File: src/rtl/reset_sequencer.sv
// Staged reset generator: synchronizes external reset release, holds, then releases
// rst_out bits one at a time (bit 0 first) and keeps a free-running cycle count.
module reset_sequencer #(
    parameter int SYNC_STAGES = 2,
    parameter int HOLD_CYCLES = 5,
    parameter int NUM_STAGES  = 3,
    parameter int STAGE_GAP   = 4,
    parameter int COUNT_W     = 32
) (
    input  logic                  clk,
    input  logic                  rst,
    input  logic                  soft_rst_req,
    output logic [NUM_STAGES-1:0] rst_out,
    output logic                  ready,
    output logic [COUNT_W-1:0]    cycle_count
);

    localparam int MAX_WAIT = (HOLD_CYCLES > STAGE_GAP) ? HOLD_CYCLES : STAGE_GAP;
    localparam int CNT_W    = $clog2(MAX_WAIT + 1);

    typedef enum logic [1:0] {SYNC, HOLD, RELEASE, RUN} state_t;

    state_t                state;
    logic [SYNC_STAGES-1:0] sync_ff;
    logic                  rst_sync;
    logic [CNT_W-1:0]      hold_cnt;
    logic [CNT_W-1:0]      gap_cnt;
    logic [NUM_STAGES-1:0] shifted;
    logic                  hold_done;
    logic                  gap_done;

    // Synchronizer flops are set on reset so release is seen only after a 0 walks through.
    always_ff @(posedge clk or posedge rst) begin
        if (rst) begin
            sync_ff <= '1;
        end else begin
            sync_ff <= {sync_ff[SYNC_STAGES-2:0], 1'b0};
        end
    end

    assign rst_sync  = sync_ff[SYNC_STAGES-1];
    assign shifted   = rst_out << 1;
    assign hold_done = (hold_cnt == CNT_W'(HOLD_CYCLES - 1));
    assign gap_done  = (gap_cnt == CNT_W'(STAGE_GAP - 1));

    always_ff @(posedge clk or posedge rst) begin
        if (rst) begin
            cycle_count <= '0;
        end else if (!rst_sync) begin
            cycle_count <= cycle_count + COUNT_W'(1);
        end
    end

    // Bits release in index order, so a left shift of rst_out clears exactly the next stage.
    always_ff @(posedge clk or posedge rst) begin
        if (rst) begin
            state    <= SYNC;
            rst_out  <= '1;
            ready    <= 1'b0;
            hold_cnt <= '0;
            gap_cnt  <= '0;
        end else if (state != SYNC && soft_rst_req) begin
            state    <= HOLD;
            rst_out  <= '1;
            ready    <= 1'b0;
            hold_cnt <= '0;
            gap_cnt  <= '0;
        end else begin
            case (state)
                SYNC: begin
                    if (!rst_sync) begin
                        state    <= HOLD;
                        hold_cnt <= '0;
                    end
                end
                HOLD: begin
                    if (hold_done) begin
                        rst_out <= shifted;
                        gap_cnt <= '0;
                        if (shifted == '0) begin
                            ready <= 1'b1;
                            state <= RUN;
                        end else begin
                            state <= RELEASE;
                        end
                    end else if (hold_cnt != '1) begin
                        hold_cnt <= hold_cnt + CNT_W'(1);
                    end
                end
                RELEASE: begin
                    if (gap_done) begin
                        rst_out <= shifted;
                        gap_cnt <= '0;
                        if (shifted == '0) begin
                            ready <= 1'b1;
                            state <= RUN;
                        end
                    end else if (gap_cnt != '1) begin
                        gap_cnt <= gap_cnt + CNT_W'(1);
                    end
                end
                RUN: begin
                end
                default: begin
                    state <= SYNC;
                end
            endcase
        end
    end

endmodule

File: config.mk
export PLATFORM = sky130hd
export DESIGN_NAME = reset_sequencer
export DESIGN_NICKNAME = d
export VERILOG_FILES = /design/src/rtl/reset_sequencer.sv
export SDC_FILE = /design/constraint.sdc
export NUM_CORES = 1
export LEC_CHECK = 0
export ABC_AREA = 1
export CAP_MARGIN = 0
export CORE_ASPECT_RATIO = 0.7
export CORE_MARGIN = 3
export CORE_UTILIZATION = 40
export DETAILED_ROUTE_END_ITERATION = 7
export PLACE_DENSITY_LB_ADDON = 0.05
export SLEW_MARGIN = 40
export SYNTH_ARGS = -nofsm -noshare
export SYNTH_HDL_FRONTEND = slang
export SYNTH_SLANG_ARGS = --single-unit
File: constraint.sdc
create_clock -name clk -period 2.6 [get_ports clk]
set_input_delay 0.65 -clock clk [delete_from_list [all_inputs] [get_ports clk]]
set_output_delay 0.65 -clock clk [all_outputs]
set_load 0.01 [all_outputs]
==> key figures <==
Layout
  • Sequential cell area: 1160 sq um
  • Layout cells sized above 1: 11.0%
  • N_diodes: 0
  • Final nets: 372
  • FILL cells: 578
  • Area grow syn2layout: 23.2%
  • Multi-input logic area: 1270 sq um

Worst setup path
  • Crit-path cells: clkdlybuf4s50_1
  • CP arrival: between 1 and 1.5 ns
  • CP delay by family, top: flip-flops
  • WP buf/inv: 1
  • Largest stage delay, worst path: 0.57 ns
  • Req. time, crit path: about 2 ns
  • Critical path class: reg2out
  • Crit end category: primary output
  • Critical-path top delay cell: dfstp_2
  • Crit path max fanout: 4
  • Type of origin of the critical path: flop

Clocking
  • # hold bufs at CTS: 0
  • H-tree lvl count: 2
  • CTS Root Cell: clkbuf_8
  • Post-CTS setup buffer count: 0
  • CTS resizes: 0
  • Clk buf depth: 2
  • CTS tree: done
  • Clock Pin Slew Worst Setup and Hold Paths: approximately 0.10 ns
  • Worst skew pair latency: 0.31 ns
  • CTS Sinks: 46
  • CTS buffer count: 5

Power and ir drop
  • Part of the power in the clock network: 23.4%
  • Combinational share of power: 33.7%
  • Reg power frac: 42.9%
  • Sw power: 0.835 mW
  • PD cells: 734 nW/um^2
  • Pleak: 1.48 nW
  • Peak supply drop: 0.320 mV
  • Switching Share: 36.0%
  • Int Pwr: approximately 1.5 mW

Synth
  • Most frequent cells after synthesis: nand2_1 (98), dfrtp_1 (41), nor2_1 (34)
  • Synth area leader: dfrtp_1
  • EDFF count, synth: 0
  • Syn Std Cell Area: approximately 2600 sq um
  • Synth top area cells: dfrtp_1 (40%), nand2_1 (14%), dfstp_2 (5.1%), nor2_1 (5.0%), inv_1 (4.4%)
  • Async SR Flop Fraction: 100%
  • Post-synthesis cell count: 315
  • Count leader, synth: nand2_1
  • Post-Syn Nets: 326
  • Yosys warnings: 0
  • Main flop type after synthesis: dfrtp_1
  • Synth unique cells: 27
  • Avg Synthesized Cell Area: 8.13 sq um
  • Yosys reg bits: 46
  • Seq/Total Area, Yosys: a little under half
  • Synth top area share: around 40%

Detailed routing
  • Average wire per standard cell: between 10 and 15 microns
  • Initial drt markers: 110
  • Total vias in the final route: 2093
  • DR pass1 iterations: 4
  • Remaining DRCs: 0
  • DR vias/cell: 4.79
  • Detailed Route WL: 5810 microns
  • Post-route ant nets: 0

Placement
  • Count of input and output buffers: 38
  • Pre-CTS setup slack: 0.617 ns
  • Post-DP HPWL: 4500 microns
  • Placer congestion estimate: 0.857

Outcome
  • Status: finished clean

Global routing
  • Number of global-route vias before repair: 1892
  • Initial antenna violation count: 0
  • Largest net degree at the start of global routing: 29
  • Total grt overflow: 0
  • Global-route wire length before repair: 9500 microns
  • Overall Global Routing Usage: 16.6%

Timing
  • Fin crit period: between 2 and 2.5 ns
  • Worst slew pin tran: a little under 0.6 ns
  • Final setup vio count: 0
  • Clock skew: 0.0145 ns
  • Slew Limit Fails: 0
  • RSZ-0062 raised after global routing: false
  • Ratio of final minimum period to clock period: between 70 and 80%
  • Slew margin rel.: roughly three fifths
  • Fmax: around 0.48 GHz
  • Setup TNS: 0 ns
  • Final hold violations: 0
  • Worst setup margin: around 0.53 ns

Floorplan
  • Rows: 23
  • DIE WIDTH: 102 microns
  • Io pins: 39
  • Total Die Area: 7410 sq um
  • Core area: 5960 sq um
  • Initial core utilization: 43.0%
  • Die height: between 70 and 80 microns

Worst hold path
  • Worst Hold Class: reg2reg

Flow run
  • Max Cap Violations: 0
final timing paths:
check / start / to / slack (ns) / cells after the start
hold / removal: sync_ff[0] / sync_ff[1] / 0.36 / 0
setup reg to reg: state[0] / hold_cnt[1] / 0.92 / 7
min in group asynchronous: rst / state[0] / 0.72 / 2
setup / recovery: rst_out[0] / rst_out[0] / 0.53 / 1
hold reg to reg: sync_ff[0] / sync_ff[1] / 0.36 / 0
max in group asynchronous: rst / cycle_count[24] / 1.26 / 3
per-stage QoR:
step	instance area [sq um]	util, %	std cells	hold WS (ns)	total power [mW]
floorplan	2560	-	315	0.345	1.50
global placement	3050	51.1	429	0.346	1.77
global route	3160	53.0	437	0.366	2.48
CTS	3160	53.0	437	0.364	2.33
detailed placement	3050	51.1	429	0.351	1.79
finish	3160	53.0	437	0.360	2.32
power by group through the flow:
stage	clock network, mW	registers [mW]	logic, mW
floorplan	0	1.01	0.482
global placement	0	1.01	0.763
detailed placement	0	1.01	0.782
CTS	0.554	0.995	0.784
global route	0.581	1.02	0.884
finish	0.542	0.994	0.781
state kept, by name (all words and copies together) (netlist names):
register     cells
cycle_count     32
gap_cnt          3
hold_cnt         3
ready            1
rst_out          3
state            2
sync_ff          2
metal layers:
metal	global-route usage, %	vias to the layer above	share of wire [%]
li1	-	1075	-
met1	27.7	948	57
met2	21.0	62	36
met3	3.82	8	5.4
met4	3.98	0	0.88
met5	0	-	0
cell usage in the layout (no fill, tap or decap):
cell,netlist,layout
o21ai_1,1,1
nor3_1,1,1
conb_1,1,1
bufinv_16,0,1
and2_1,3,3
nand3b_1,8,8
nand3_1,19,19
buf_4,0,2
o211ai_2,1,1
clkdlybuf4s50_1,0,38
nand4_1,7,7
nor2_1,34,34
clkbuf_1,0,1
xor2_1,10,10
xnor2_1,8,8
nor2_4,4,4
nand2_4,2,2
o21ai_0,13,13
inv_2,4,5
clkbuf_8,0,5
dfstp_2,5,5
nand2_1,98,98
nand3_4,1,1
clkinvlp_4,0,1
inv_1,30,29
a211oi_1,1,1
o21bai_1,1,1
dfrtp_1,41,41
nor2_8,2,2
nand2_2,7,7
nor2_2,4,4
ha_1,8,8
kinds of logic (layout without fill, tap and decap cells):
kind of cell	count (synthesis)	after routing	synth area share [%]
buffers and inverters	35	82	5.18
flip-flops	46	46	45.2
adder cells (fa/ha/maj)	8	8	3.91
other	1	1	0.146
XOR/XNOR	18	18	6.16
AND/OR/NAND/NOR	190	190	35.6
AO/OA/AOI/OAI	17	17	3.81
layout make-up:
cell class                 count  share of cell area [%]
clock inverter                 2                    1.19
tap                           75                    2.97
sequential                    46                    36.7
inverter                      34                    4.04
timing repair buffer          40                    12.5
multi-input combinational    234                    40.3
clock buffer                   6                    2.30
No activity file was read; power rests on OpenSTA's default activity.
